## config.mk

```make
export PLATFORM = sky130hd
export DESIGN_NAME = linear_arbiter
export DESIGN_NICKNAME = d
export VERILOG_FILES = /design/src/rtl/linear_pkg.sv /design/src/rtl/rr_pick.sv /design/src/rtl/linear_arbiter.sv
export SDC_FILE = /design/constraint.sdc
export NUM_CORES = 1
export LEC_CHECK = 0
export BUFFER_PORTS_ARGS = -buffer_cell sky130_fd_sc_hd__buf_4
export CELL_PAD_IN_SITES_DETAIL_PLACEMENT = 1
export CELL_PAD_IN_SITES_GLOBAL_PLACEMENT = 1
export CORE_MARGIN = 3
export CORE_UTILIZATION = 44
export CTS_CLUSTER_DIAMETER = 30
export CTS_CLUSTER_SIZE = 16
export DETAILED_ROUTE_END_ITERATION = 12
export PLACE_DENSITY_LB_ADDON = 0.1
export SLEW_MARGIN = 20
export SYNTH_ARGS = -nofsm -noshare
export SYNTH_HDL_FRONTEND = slang
export SYNTH_SLANG_ARGS = --single-unit
```

## constraint.sdc

```tcl
create_clock -name clk_i -period 3.1 [get_ports clk_i]
set_input_delay 0.465 -clock clk_i [delete_from_list [all_inputs] [get_ports clk_i]]
set_output_delay 0.465 -clock clk_i [all_outputs]
set_load 0.01 [all_outputs]
```

## src/rtl/linear_pkg.sv

```systemverilog
// Shared types and defaults for the linear-unit arbiter: FSM state encoding,
// parameter defaults and the select-width helper.
package linear_pkg;

  localparam int LIN_NUM_REQ        = 3;
  localparam int LIN_TIMEOUT_CYCLES = 1024;

  typedef enum logic [1:0] {
    ST_IDLE  = 2'd0,
    ST_START = 2'd1,
    ST_WAIT  = 2'd2,
    ST_ACK   = 2'd3
  } lin_state_e;

  // A single requester still needs a 1-bit select so ports stay legal.
  function automatic int sel_w(input int n);
    return (n > 1) ? $clog2(n) : 1;
  endfunction

endpackage

```

## src/rtl/rr_pick.sv

```systemverilog
// Combinational round-robin pick: scans requests starting at ptr+1 (mod NUM_REQ)
// and returns the first hit as both one-hot and binary index.
module rr_pick
  import linear_pkg::*;
#(
  parameter  int NUM_REQ = LIN_NUM_REQ,
  localparam int SW      = sel_w(NUM_REQ)
) (
  input  logic [NUM_REQ-1:0] req_i,
  input  logic [SW-1:0]      ptr_i,
  output logic [NUM_REQ-1:0] onehot_o,
  output logic [SW-1:0]      idx_o,
  output logic               valid_o
);

  logic [SW-1:0] cand;
  logic          found;

  always_comb begin
    onehot_o = '0;
    idx_o    = '0;
    cand     = '0;
    found    = 1'b0;
    for (int i = 0; i < NUM_REQ; i++) begin
      cand = SW'((int'(ptr_i) + 1 + i) % NUM_REQ);
      if (!found && req_i[cand]) begin
        found          = 1'b1;
        onehot_o[cand] = 1'b1;
        idx_o          = cand;
      end
    end
  end

  assign valid_o = |req_i;

endmodule

```

## src/rtl/linear_arbiter.sv

```systemverilog
// Round-robin owner arbiter for one shared linear unit (IDLE/START/WAIT/ACK).
// Optional WAIT timeout with err flag: define LINEAR_ARBITER_TIMEOUT_EN.
module linear_arbiter
  import linear_pkg::*;
#(
  parameter  int NUM_REQ        = LIN_NUM_REQ,
  parameter  int TIMEOUT_CYCLES = LIN_TIMEOUT_CYCLES,
  localparam int SW             = sel_w(NUM_REQ)
) (
  input  logic               clk_i,
  input  logic               reset_i,
  input  logic [NUM_REQ-1:0] req_i,
  output logic [NUM_REQ-1:0] grant_o,
  output logic [SW-1:0]      sel_o,
  output logic               lin_start_o,
  input  logic               lin_done_i,
  output logic [NUM_REQ-1:0] ack_o,
  output logic               busy_o,
  output logic               err_o
);

  if (NUM_REQ < 1 || TIMEOUT_CYCLES < 1) begin : g_bad_cfg
    $error("linear_arbiter: NUM_REQ and TIMEOUT_CYCLES must be >= 1");
  end

  lin_state_e         state_q;
  logic [NUM_REQ-1:0] grant_q;
  logic [NUM_REQ-1:0] ack_q;
  logic [SW-1:0]      sel_q;
  logic [SW-1:0]      ptr_q;
  logic               lin_start_q;
  logic               busy_q;

  logic [NUM_REQ-1:0] pick_oh;
  logic [SW-1:0]      pick_idx;
  logic               pick_vld;

  rr_pick #(.NUM_REQ(NUM_REQ)) u_pick (
    .req_i    (req_i),
    .ptr_i    (ptr_q),
    .onehot_o (pick_oh),
    .idx_o    (pick_idx),
    .valid_o  (pick_vld)
  );

`ifdef LINEAR_ARBITER_TIMEOUT_EN
  localparam int CW = $clog2(TIMEOUT_CYCLES + 1);
  localparam logic [CW-1:0] TMO_LAST = CW'(TIMEOUT_CYCLES - 1);

  logic [CW-1:0] tmo_cnt_q;
  logic [CW-1:0] tmo_cnt_d;
  logic          tmo_hit;
  logic          err_q;

  assign tmo_hit = (state_q == ST_WAIT) && !lin_done_i && (tmo_cnt_q == TMO_LAST);

  // Counter only advances while waiting; any exit from WAIT leaves it at zero.
  always_comb begin
    tmo_cnt_d = '0;
    if (state_q == ST_WAIT && !lin_done_i && !tmo_hit) tmo_cnt_d = tmo_cnt_q + 1'b1;
  end

  always_ff @(posedge clk_i) begin
    if (!reset_i) tmo_cnt_q <= '0;
    else          tmo_cnt_q <= tmo_cnt_d;
  end

  assign err_o = err_q;
`else
  assign err_o = 1'b0;
`endif

  always_ff @(posedge clk_i) begin
    if (!reset_i) begin
      state_q     <= ST_IDLE;
      grant_q     <= '0;
      sel_q       <= '0;
      ack_q       <= '0;
      lin_start_q <= 1'b0;
      busy_q      <= 1'b0;
      ptr_q       <= SW'(NUM_REQ - 1);
`ifdef LINEAR_ARBITER_TIMEOUT_EN
      err_q       <= 1'b0;
`endif
    end else begin
      lin_start_q <= 1'b0;
      ack_q       <= '0;
`ifdef LINEAR_ARBITER_TIMEOUT_EN
      err_q       <= 1'b0;
`endif
      case (state_q)
        ST_IDLE: begin
          if (pick_vld) begin
            state_q     <= ST_START;
            grant_q     <= pick_oh;
            sel_q       <= pick_idx;
            lin_start_q <= 1'b1;
            busy_q      <= 1'b1;
          end
        end
        // A done pulse coincident with lin_start belongs to nobody; drop it.
        ST_START: state_q <= ST_WAIT;
        ST_WAIT: begin
          if (lin_done_i) begin
            state_q <= ST_ACK;
            ack_q   <= grant_q;
          end
`ifdef LINEAR_ARBITER_TIMEOUT_EN
          else if (tmo_hit) begin
            state_q <= ST_ACK;
            ack_q   <= grant_q;
            err_q   <= 1'b1;
          end
`endif
        end
        ST_ACK: begin
          state_q <= ST_IDLE;
          grant_q <= '0;
          busy_q  <= 1'b0;
          ptr_q   <= sel_q;
        end
        default: state_q <= ST_IDLE;
      endcase
    end
  end

  assign grant_o     = grant_q;
  assign sel_o       = sel_q;
  assign lin_start_o = lin_start_q;
  assign ack_o       = ack_q;
  assign busy_o      = busy_q;

endmodule

```

Yosys cells after proc, flatten, opt, wreduce, memory -nomap -nowiden
Index checks and enable logic that the tools add are counted.
W data, S select, Z words.
- flip-flop bits (word level): 14
- input port bits: 6
- output and inout bits: 11
- word-level logic and storage cells: 69
- add/subtract/negate cells: 3
- div/mod/pow operators: 3
- order comparisons: 6
- equality and inequality tests: 5
- multiplexer cells: 28
- bitwise gates (word level): 2
- reduce and logical (&&, ||, !) cells: 15
- operators by type and width (operator ; number):
    $mod A32 B3 Y32 const B ; 3
    $add A32 B2 Y32 const B ; 1
    $add A32 B3 Y32 const B ; 1
    $mux W3 ; 4
    $mux W1 ; 10
    $mux W2 ; 5
    $lt A2 B3 Y1 const B ; 3
    $pmux W2 S4 ; 1
    $reduce_and A2 Y1 ; 4
    $bmux W1 S2 ; 3
    $demux W1 S2 ; 3
    $ge A2 B1 Y1 const B ; 3
    $or A3 B3 Y3 ; 2
    $pmux W3 S2 ; 1
    $logic_and A1 B1 Y1 ; 5
    $eq A2 B2 Y1 const B ; 2
    $ne A2 B2 Y1 const B ; 2
    $add A2 B1 Y3 const B ; 1
    $reduce_and A3 Y1 ; 1
    $reduce_or A3 Y1 ; 1
    $eq A2 B1 Y1 const B ; 1
    $logic_not A1 Y1 ; 2
    $logic_not A2 Y1 ; 1
    $pmux W1 S2 ; 1
    $reduce_bool A2 Y1 ; 1

Longest topological paths before layout
Gate-level depths: netlist of the first run.
- depth in word-level cells: 13
- depth in mapped cells: 7
- mapped depth without buffers: 6

Hierarchy
A second synthesis of the first run with hierarchy kept.
- cell total of the unflattened synthesis: 99
- area, all modules: 902.1 um2
- modules (own cells, without submodules) (module ; instances ; cells an instance ; area an instance (um2) ; seq. area each (um2)):
    linear_arbiter ; 1 ; 63 ; 615.6 ; 280.3
    rr_pick ; 1 ; 36 ; 286.5 ; 0.0

Worst setup path after synthesis of the first run
No wires, ideal clock.
- path type: reg2reg
- start: register ptr_q[0]
- end: register grant_q[0] (netlist: grant_o[0])
- setup time: 121 ps
- data arrival time: 1551 ps
- data required time: 2979 ps
- path slack: 1428 ps
- stages on the path, launching flop included: 8
- buffers on the path: 1
- clock period less this slack: 1672 ps
- path through: dfxtp_1 > inv_1 > ha_1 > buf_6 > and3b_1 > o21bai_4 > a311oi_2 > o31ai_2
- cells in the longest elaborated chain, start to end: 13
- elaborated cells on any way between the ends: 40
- those cells by class: add/sub (3); div (3); order compare (6); mux (19); bitwise (2); reduce/logical (7)
- RTL lines (item ; RTL line ; RTL):
    start, declared ; linear_arbiter.sv:30 ; logic [SW-1:0] ptr_q;
    start signal, assigned ; linear_arbiter.sv:81 ; ptr_q <= SW'(NUM_REQ - 1);
    start signal, assigned ; linear_arbiter.sv:120 ; ptr_q <= sel_q;
    $add A2 B1 Y3 * ; rr_pick.sv:25 ; cand = SW'((int'(ptr_i) + 1 + i) % NUM_REQ);
    $add A32 B2 Y32 / $mod A32 B3 Y32 (equally long branches) ; rr_pick.sv:25 ;
    $mod A32 B3 Y32 (tied with other cells) ; rr_pick.sv:25 ;
    $lt A2 B3 Y1 (implied by the code) (tied with other cells) ; rr_pick.sv:28 ; onehot_o[cand] = 1'b1;
    $logic_and A1 B1 Y1 (implied by the code) (tied with other cells) ; rr_pick.sv:28 ;
    $mux W1 (implied by the code) (tied with other cells) ; rr_pick.sv:28 ;
    $demux W1 S2 (tied with other cells) ; - ;
    $or A3 B3 Y3 (no line) / $mux W1 (equally long branches) ; - ;
    $mux W3 / $logic_not A1 Y1 (equally long branches) ; rr_pick.sv:26 ; if (!found && req_i[cand]) begin
    $or A3 B3 Y3 (no line) / $logic_and A1 B1 Y1 (equally long branches) ; - ;
    $mux W3 * ; rr_pick.sv:26 ;
    $mux W3 * ; linear_arbiter.sv:93 ; if (pick_vld) begin
    $pmux W3 S2 * ; linear_arbiter.sv:91 ; case (state_q)
    end signal, assigned ; linear_arbiter.sv:95 ; grant_q <= pick_oh;
    end, declared ; linear_arbiter.sv:27 ; logic [NUM_REQ-1:0] grant_q;
Mark *: on every way between the ends. The rest lies on a longest branch, timed or not. The select of a mux whose other input is x is not followed.
A chain may end at the register's enable or synchronous reset.

Final worst setup path of the first run
Ends and elaborated chain as after synthesis.

==> parameters.txt, run 1 <==
Parameter                              Value

Logic synthesis
  Xor-xnor portion of the synthesized cell area ... 0
  Total of flip-flops plus latches after synthesis ... 14
  Fraction of synthesized area in multiplexers ... 0.0723
  Primary FF master, synth ... dfxtp_1
  Share of synthesized registers carrying an async set or reset ... 0
  Mean instance size in the synthesized netlist ... approximately 9.4 sq um
  Warnings, synthesis ... 0
  Number of enable-type register cells in the synthesized netlist ... 0
  Share of synthesized area occupied by flip-flops and latches ... 0.289
  Net count of the mapped netlist ... around 120
  Post-Synthesis Cell Area ... 970 sq um
  Simple-gate share of the synthesized area ... 0.199
  Count of different cell masters after synthesis ... 39
  Largest family of logic cells by synthesized area ... compound AO/OA/AOI/OAI gates
  Compound-gate portion of the synthesized area ... 0.248
  Adder and majority gate portion of the synthesized area ... 0.103
  Syn Inst Count ... ~100

Worst setup path
  Ordered list of cells on the worst path ... inv_1 > ha_1 > and3b_1 > o21bai_4 > a311oi_2 > o31ai_2
  Critical path's slowest cell ... ha_1
  Dominant delay contributor by cell family on the critical path ... compound AO/OA/AOI/OAI gates
  Max stage delay on crit path ... 450 ps
  Sort of element at the end of the critical path ... register
  Startpoint type of the worst setup path ... register
  Critical Path AT ... approximately 2100 ps
  Maximum net fanout on the critical path ... 10
  Category of the critical setup timing path ... reg2reg
  CP bufs+invs ... 1
  Required time worst endpoint ... between 3000 and 4000 ps

Pwr
  Worst IR Drop VDD ... 280 uV
  Pleak ... 0.484 nW
  Power Dens Cells ... 633 nW/um^2
  Pwr Total ... between 0.6 and 0.7 mW

Timing
  Setup repair after global routing missed its margin ... false
  Worst hold slack ... 467 ps
  Final setup slack of the worst path ... 1170 ps
  Final TNS setup ... 0 ps
  Number of hold violations in the final report ... 0
  Peak clock frequency supported by timing ... 518 MHz
  Number of setup violations in the final report ... 0
  Total count of max-transition violations in the final report ... 0
  Layout Skew ... 16.5 ps
  Ratio of final minimum period to clock period ... 0.623
  Crit path time final ... ~1900 ps

Die
  Initial Util ... 0.480
  I/O pins ... 17
  Die extent in y ... ~53 um
  Core Region ... 2020 sq um
  Die boundary width ... 52.9 um
  FP Rows ... 16
  Overall die area ... 2800 sq um

Global routing
  Wire length of the first global-routing pass ... 3510 um
  Number of antenna violations at the first check in global routing ... 0
  Via count of the first global-routing pass ... around 750
  Aggregate global-route resource usage ... 0.173
  Total congestion overflow after global routing ... 0
  Largest net degree at the start of global routing ... 12

Place
  Post-DP HPWL ... 1600 um
  Count of input and output buffers ... 15
  Placement-stage worst setup slack ... 1220 ps
  Routability congestion estimate ... a little over 0.8

Clock tree
  # clock sinks ... 14
  Max Buffers Root-to-Sink ... 2
  Num CTS Buffers ... 3
  Post-CTS Setup Bufs ... 0
  Clock Pin Slew Worst Setup and Hold Paths ... 100 ps
  Total of cells resized after clock tree synthesis ... 0
  TritonCTS clock tree ... yes
  Hold bufs inserted after CTS ... 0
  Worst-Skew Late Latency ... 290 ps
  Root Driver ... clkbuf_4
  Total number of H-tree levels ... 1

Final layout
  Final net count ... 131
  Fillers ... 248
  Antenna cells ... 0
  Most frequent cells in the layout ... buf_4 (15), dfxtp_1 (14), inv_1 (8), ha_1 (8)
  Layout cells sized above 1 ... 0.217
  Area grow syn2layout ... 12.0%
  Most frequent standard cell in the layout excluding fill and tap cells ... buf_4

Drt
  Detailed-route DRC error count ... 0
  Total iterations of the first detailed-routing run ... 3
  Total length of routed wires ... 2060 um
  Via count ... 783
  Initial DRC count ... 7
  Detail Route Antenna Nets ... 0
  Detailed-route vias per instance ... about 5.5
  Per-cell routed wire length ... 14.5 um

Outcome
  Outcome ... finished, final reports clean

Min path
  HP Class ... in2reg

Flow run
  Max_cap viols ... 0
-- metal layers --
layer  routed length, um  up-vias  global-route usage
met2                 985       17               0.291
met5                   0        -                   0
li1                    -      386                   -
met3                  80        4              0.0338
met4                  34        0              0.0638
met1                 959      376               0.217
-- cell families after synthesis --
group / after synthesis
multiplexers: 7
other: 1
flip-flops: 14
buffers and inverters: 14
AND/OR/NAND/NOR: 31
AO/OA/AOI/OAI: 28
adder cells (fa/ha/maj): 8
-- registers in the layout, summed over array words and instances (netlist names) --
| register | cells |
|---|---|
| sel_o | 2 |
| lin_start_o | 1 |
| busy_o | 1 |
| state_q | 2 |
| ack_o | 3 |
| ptr_q | 2 |
| grant_o | 3 |
-- per-stage QoR --
stage / instance area [sq um] / util / std cells
after floorplan: 970 / - / 103
after global placement: 1060 / 0.526 / 139
after detailed placement: 1060 / 0.526 / 139
after CTS: 1090 / 0.537 / 142
after global routing: 1090 / 0.537 / 142
final: 1090 / 0.537 / 142
-- synth_stat cells, types with 2 or more instances --
library cell  count  area, sq um
o21ai_0           2         10.0
a22oi_1           2         15.0
o31ai_1           4         30.0
nor2b_1           5         31.3
nand2b_1          2         12.5
a22o_1            2         17.5
and2_1            4         25.0
buf_4             2         15.0
dfxtp_1          14          280
o21a_1            2         15.0
mux2i_1           7         70.1
nor2_1            4         15.0
buf_6             3         33.8
ha_1              8          100
inv_1             8         30.0
o21ai_1           2         10.0
nand2_1           7         26.3
a21oi_1           4         20.0
-- path summary, 6_finish.rpt --
| kind | startpoint | end | slack [ps] | cells after the start |
|---|---|---|---|---|
| worst max register to register | ptr_q[0] | grant_o[0] | 1170 | 6 |
| worst min register to register | grant_o[2] | ack_o[2] | 490 | 1 |
| worst max-delay path | ptr_q[0] | grant_o[0] | 1170 | 6 |
| worst min-delay path | reset_i | ptr_q[1] | 470 | 2 |
-- power by group --
group	internal (mW)	total (mW)	leakage (nW)	switching [mW]
combinational	0.155	0.333	0.356	0.178
clock	0.0451	0.105	0.0138	0.0604
sequential	0.219	0.248	0.114	0.0290
total	0.420	0.687	0.484	0.268
-- layout make-up --
class	instances	area [sq um]	share of cell area
Sequential cell	14	280	0.258
Clock buffer	3	22.5	0.0207
Timing Repair Buffer	15	113	0.104
Multi-Input combinational cell	75	607	0.559
Inverter	8	30.0	0.0276
Tap cell	27	33.8	0.0311
(Power assumes the default switching activity.)
==> run 2, diff against run 1 <==
CORE_ASPECT_RATIO = 1.75   (was default)
CORE_UTILIZATION = 37   (was 44)
clock period = 1.6 ns   (was 3.1 ns; I/O delays follow)
==> run 2 against run 1 <==
Setup slack worse by 1100 ps. Largest cell class unchanged. Worst hold slack worse by 190 ps. Sequential power is 95% higher. First-iteration DRC count is 14% higher.
==> parameters.txt, run 2 (synthesis gave the netlist of run 1 again) <==
Parameter                              Value

Die
  Core Region ... 2490 sq um (+23%)
  Overall die area ... 3300 sq um (+18%)
  FP Rows ... 24 (+8)
  Die boundary width ... 44.7 um (-16%)
  Die extent in y ... 73.7 um (+39%)
  Initial Util ... 0.389 (-0.0905)
  I/O pins ... 17 (unchanged)

Worst setup path
  Sort of element at the end of the critical path ... register
  Register-to-register path setup slack ... 40 ps (-1130 ps)
  Required time worst endpoint ... 1730 ps (-1530 ps)
  Ordered list of cells on the worst path ... inv_1 > ha_2 > and3b_1 > o21bai_4 > a311oi_2 > o31ai_2
  Critical path's slowest cell ... dfxtp_2
  Maximum net fanout on the critical path ... 6 (-4)
  Critical Path AT ... 1690 ps (-410 ps)
  Startpoint type of the worst setup path ... register
  Category of the critical setup timing path ... reg2reg
  Max stage delay on crit path ... 340 ps (-110 ps)

Global routing
  Largest net degree at the start of global routing ... 12 (unchanged)
  Number of antenna violations at the first check in global routing ... 0 (unchanged)
  Total congestion overflow after global routing ... 0 (unchanged)
  Via count of the first global-routing pass ... 827 (+11%)
  Wire length of the first global-routing pass ... 3700 um (+5.3%)
  Aggregate global-route resource usage ... 0.151 (-0.0226)

Place
  Count of input and output buffers ... 15 (unchanged)
  Placement-stage worst setup slack ... -35.5 ps (-1260 ps)
  Instance count after placement with tap cells included ... 144 (+3.6%)
  Post-DP HPWL ... 1840 um (+15%)
  Routability congestion estimate ... 0.745 (-9.6%)

Drt
  Total iterations of the first detailed-routing run ... 4 (+1)
  Via count ... 827 (+5.6%)
  Detailed-route DRC error count ... 0 (unchanged)
  Detailed-route vias per instance ... 5.55 (+0.66%)
  Initial DRC count ... 8 (+1)
  Detail Route Antenna Nets ... 0 (unchanged)
  Per-cell routed wire length ... 15.3 um (+5.3%)
  Total length of routed wires ... 2280 um (+10%)

Pwr
  Power Dens Cells ... 1290 nW/um^2 (+100%)
  Worst IR Drop VDD ... 428 uV (+53%)
  Pleak ... 0.531 nW (+9.6%)
  Pwr Total ... 1.57 mW (+130%)

Final layout
  Final cell count without fillers ... 149 (+4.9%)
  Final net count ... 138 (+5.3%)
  Most frequent cells in the layout ... buf_4 (22), dfxtp_1 (12), inv_1 (7), nand2_1 (7), mux2i_1 (5)
  Antenna cells ... 0 (unchanged)
  Most frequent standard cell in the layout excluding fill and tap cells ... buf_4
  Area grow syn2layout ... 25.3%
  Layout cells sized above 1 ... 0.350 (+0.132)

Clock tree
  Worst-Skew Late Latency ... 240 ps (-50 ps)
  TritonCTS clock tree ... yes
  # clock sinks ... 14 (unchanged)
  Num CTS Buffers ... 3 (unchanged)
  Total number of H-tree levels ... 1 (unchanged)
  Clock Pin Slew Worst Setup and Hold Paths ... 60 ps (-40 ps)
  Hold bufs inserted after CTS ... 0 (unchanged)
  Max Buffers Root-to-Sink ... 2 (unchanged)
  Root Driver ... clkbuf_8

Timing
  Total count of max-transition violations in the final report ... 0 (unchanged)
  Layout Skew ... 3.08 ps (-13.5 ps)
  Peak clock frequency supported by timing ... 642 MHz (+24%)
  Final TNS setup ... 0 ps (unchanged)
  Number of hold violations in the final report ... 0 (unchanged)
  Ratio of final minimum period to clock period ... 0.974 (+0.351)
  Final setup slack of the worst path ... 42.0 ps (-1130 ps)
  Number of setup violations in the final report ... 0 (unchanged)
  Crit path time final ... 1560 ps (-373 ps)
  Setup repair after global routing missed its margin ... true

Min path
  HP Class ... in2reg

Outcome
  Outcome ... finished, final reports clean

Flow run
  Max_cap viols ... 0 (unchanged)
==> run 2: power breakdown <==
group          total, mW  internal (mW)  switching, mW
Sequential         0.484          0.426         0.0576
Clock              0.339          0.218          0.121
Combinational      0.748          0.378          0.370
Total               1.57           1.02          0.548
==> run 2: stage by stage <==
stage / hold WS, ps / util / instance area, sq um
4_1_cts: 269 / 0.479 / 1190
3_3_place_gp: 476 / 0.445 / 1110
3_5_place_dp: 486 / 0.445 / 1110
5_1_grt: 282 / 0.487 / 1210
6_report: 275 / 0.487 / 1210
2_1_floorplan: 412 / - / 971
==> run 2: timing repair <==
item	4_1_cts	5_1_grt
setup buffers	1	0
pin swaps	0	4
endpoints found under the setup margin	5	7
endpoints found under the hold margin	0	0
resized for setup	4	7
==> run 2: area by class of cell <==
class | count | area (sq um)
fillers | 299 | 1280
well taps | 26 | 32.5
repair buffers | 22 | 165
multi-input cells | 75 | 647
flip-flops and latches | 14 | 285
clock buffers | 4 | 55.1
inverters | 8 | 30.0
==> run 2: layer usage <==
layer | global-route usage | vias up | part of all wire
met2 | 0.310 | 21 | 0.59
met4 | 0.0503 | 0 | 0.019
met5 | 0 | - | 0
met1 | 0.142 | 396 | 0.36
li1 | - | 402 | -
met3 | 0.0147 | 8 | 0.030
==> run 2: worst max-delay path, delay by kind of cell, from the launching register on <==
kind / cells / cell delay [ps]
buffers and inverters: 1 / 100
AO/OA/AOI/OAI: 3 / 510
flip-flops: 1 / 340
adder cells (fa/ha/maj): 1 / 260
AND/OR/NAND/NOR: 1 / 220
==> run 2: worst paths after layout <==
check        depth (start not counted)        from          to
max                                  6    ptr_q[1]  grant_o[0]
min                                  2     reset_i    ptr_q[1]
max reg2reg                          6    ptr_q[1]  grant_o[0]
min reg2reg                          2  grant_o[0]  grant_o[0]
==> run 3, diff against run 2 <==
PLACE_DENSITY = 0.75   (was default)
PLACE_DENSITY_LB_ADDON = default   (was 0.1)
==> run 3 against run 2 <==
Setup slack gained 42 ps. Combinational power up 7.8%. Total power grew 3.3%. Global-route usage is 1.3 points higher. Die area unchanged. Clock power hardly changed. Utilization up 2.3 points. Sequential power down 2%. Routed wire length grew 6.8%.
==> parameters.txt, run 3 (synthesis gave the netlist of run 1 again) <==
Parameter                              Value

Die
  Core Region ... 2490 sq um (unchanged)
  Die extent in y ... 73.7 um (unchanged)
  FP Rows ... 24 (unchanged)
  Die boundary width ... 44.7 um (unchanged)
  I/O pins ... 17 (unchanged)
  Overall die area ... 3300 sq um (unchanged)
  Initial Util ... 0.389 (unchanged)

Place
  Post-DP HPWL ... 1950 um (+6.0%)
  Area after detailed placement ... 1130 sq um (+2.0%)
  Count of input and output buffers ... 15 (unchanged)
  Routability congestion estimate ... 0.887 (+19%)

Global routing
  Total congestion overflow after global routing ... 0 (unchanged)
  Number of antenna violations at the first check in global routing ... 0 (unchanged)
  Wire length of the first global-routing pass ... 4070 um (+10%)
  Via count of the first global-routing pass ... 913 (+10%)
  Largest net degree at the start of global routing ... 12 (unchanged)
  Aggregate global-route resource usage ... 0.163 (+0.0126)

Worst setup path
  Required time worst endpoint ... 1760 ps (+30 ps)
  Sort of element at the end of the critical path ... register
  Maximum net fanout on the critical path ... 4 (-2)
  Startpoint type of the worst setup path ... register
  Ordered list of cells on the worst path ... inv_2 > ha_4 > buf_4 > mux2i_1 > nor4_2 > a311oi_2 > o31ai_2
  Max stage delay on crit path ... 350 ps (about the same)
  Critical Path AT ... 1680 ps (about the same)
  Category of the critical setup timing path ... reg2reg
  Critical path's slowest cell ... dfxtp_2

Final layout
  Cell area after layout ... 1270 sq um (+4.6%)
  Final net count ... 142 (+2.9%)
  Antenna cells ... 0 (unchanged)
  Most frequent cells in the layout ... buf_4 (26), dfxtp_1 (13), nand2_1 (7)
  Most frequent standard cell in the layout excluding fill and tap cells ... buf_4
  Fillers ... 296 (-1.0%)
  Area grow syn2layout ... 31.1%
  Final design utilization ... 0.510 (+0.0226)
  Layout cells sized above 1 ... 0.402 (+0.0520)

Pwr
  Internal cell power ... 1.04 mW (+1.8%)
  Power Dens Cells ... 1280 nW/um^2 (-1.2%)
  Power share of the sequential group ... 0.294 (-0.014)
  Pwr Total ... 1.62 mW (+3.3%)
  Net switching share of the total power ... 0.359 (+0.0100)
  Clk pwr share ... 0.210 (-0.006)
  Switching power ... 0.583 mW (+6.3%)
  Combinational power share ... 0.496 (+0.020)
  Worst IR Drop VDD ... 477 uV (+11%)
  Pleak ... 0.550 nW (+3.5%)

Clock tree
  TritonCTS clock tree ... yes
  Total number of H-tree levels ... 1 (unchanged)
  Root Driver ... clkbuf_8
  Hold bufs inserted after CTS ... 0 (unchanged)
  # clock sinks ... 14 (unchanged)
  Worst-Skew Late Latency ... 240 ps (about the same)
  Max Buffers Root-to-Sink ... 2 (unchanged)
  Clock Pin Slew Worst Setup and Hold Paths ... 60 ps (about the same)
  Num CTS Buffers ... 3 (unchanged)

Drt
  Initial DRC count ... 4 (-4)
  Via count ... 845 (+2.2%)
  Detail Route Antenna Nets ... 0 (unchanged)
  Total length of routed wires ... 2430 um (+6.8%)
  Detailed-route vias per instance ... 5.52 (-0.49%)
  Detailed-route DRC error count ... 0 (unchanged)
  Total iterations of the first detailed-routing run ... 3 (-1)
  Per-cell routed wire length ... 15.9 um (+4.0%)

Timing
  Crit path time final ... 1520 ps (-42.2 ps)
  Final TNS setup ... 0 ps (unchanged)
  Setup repair after global routing missed its margin ... true
  Number of hold violations in the final report ... 0 (unchanged)
  Layout Skew ... 1.93 ps (-1.15 ps)
  Total count of max-transition violations in the final report ... 0 (unchanged)
  Peak clock frequency supported by timing ... 660 MHz (+2.8%)
  Ratio of final minimum period to clock period ... 0.947 (-0.0263)
  Number of setup violations in the final report ... 0 (unchanged)

Flow run
  Max_cap viols ... 0 (unchanged)

Min path
  HP Class ... in2reg

Outcome
  Outcome ... finished, final reports clean
## run 3: cell count changes in the layout (fill, tap and decap cells not counted), sizes merged
cell | previous run | this run
buf | 22 | 26
## run 3: worst max-delay path: cells and delay by family, from the launching register on
family                     cells  cell delay [ps]
buffers and inverters          2              200
adders and majority gates      1              170
AOI/OAI and AO/OA              2              290
muxes                          1              120
DFF                            1              350
and+or+nand+nor                1              310
## run 3: layout make-up
| cell class | count | area, sq um | area share |
|---|---|---|---|
| clock buffers | 4 | 55.1 | 0.0433 |
| inverters | 8 | 30.0 | 0.0236 |
| multi-input cells | 75 | 677 | 0.532 |
| flip-flops and latches | 14 | 282 | 0.221 |
| well taps | 26 | 32.5 | 0.0256 |
| repair buffers | 26 | 195 | 0.154 |
## run 3: repair_timing
action,4_1_cts,5_1_grt
pin swaps,1,4
setup endpoints to repair,4,5
setup buffers,0,2
gates resized for setup,4,11
## run 3: metrics by stage
step | instances | setup slack [ps] | hold slack, ps
4_1_cts | 151 | 9.25 | 286
2_1_floorplan | 103 | 14.5 | 412
3_3_place_gp | 147 | -51.5 | 475
6_report | 153 | 84.1 | 283
5_1_grt | 153 | -12.3 | 303
3_5_place_dp | 147 | -147 | 481
## run 3: power by group through the flow
stage                     clock network (mW)  logic, mW  registers [mW]
after floorplan                            0      0.469           0.500
after global placement                     0      0.729           0.480
after detailed placement                   0      0.756           0.483
after CTS                              0.351      0.787           0.477
after global routing                   0.361      0.886           0.486
final                                  0.341      0.806           0.476
## run 3: final timing paths
| path | from | to | slack [ps] | cells past startpoint |
|---|---|---|---|---|
| min reg2reg | grant_o[0] | grant_o[0] | 480 | 2 |
| max reg2reg | ptr_q[0] | grant_o[0] | 80 | 7 |
| max | ptr_q[0] | grant_o[0] | 80 | 7 |
| min | reset_i | ptr_q[1] | 280 | 2 |
## run 3: routing by layer
metal,up-vias,track usage,share of wire
li1,405,-,-
met1,409,0.158,0.34
met2,21,0.314,0.59
met3,10,0.0172,0.036
met4,0,0.0906,0.034
met5,-,0,0
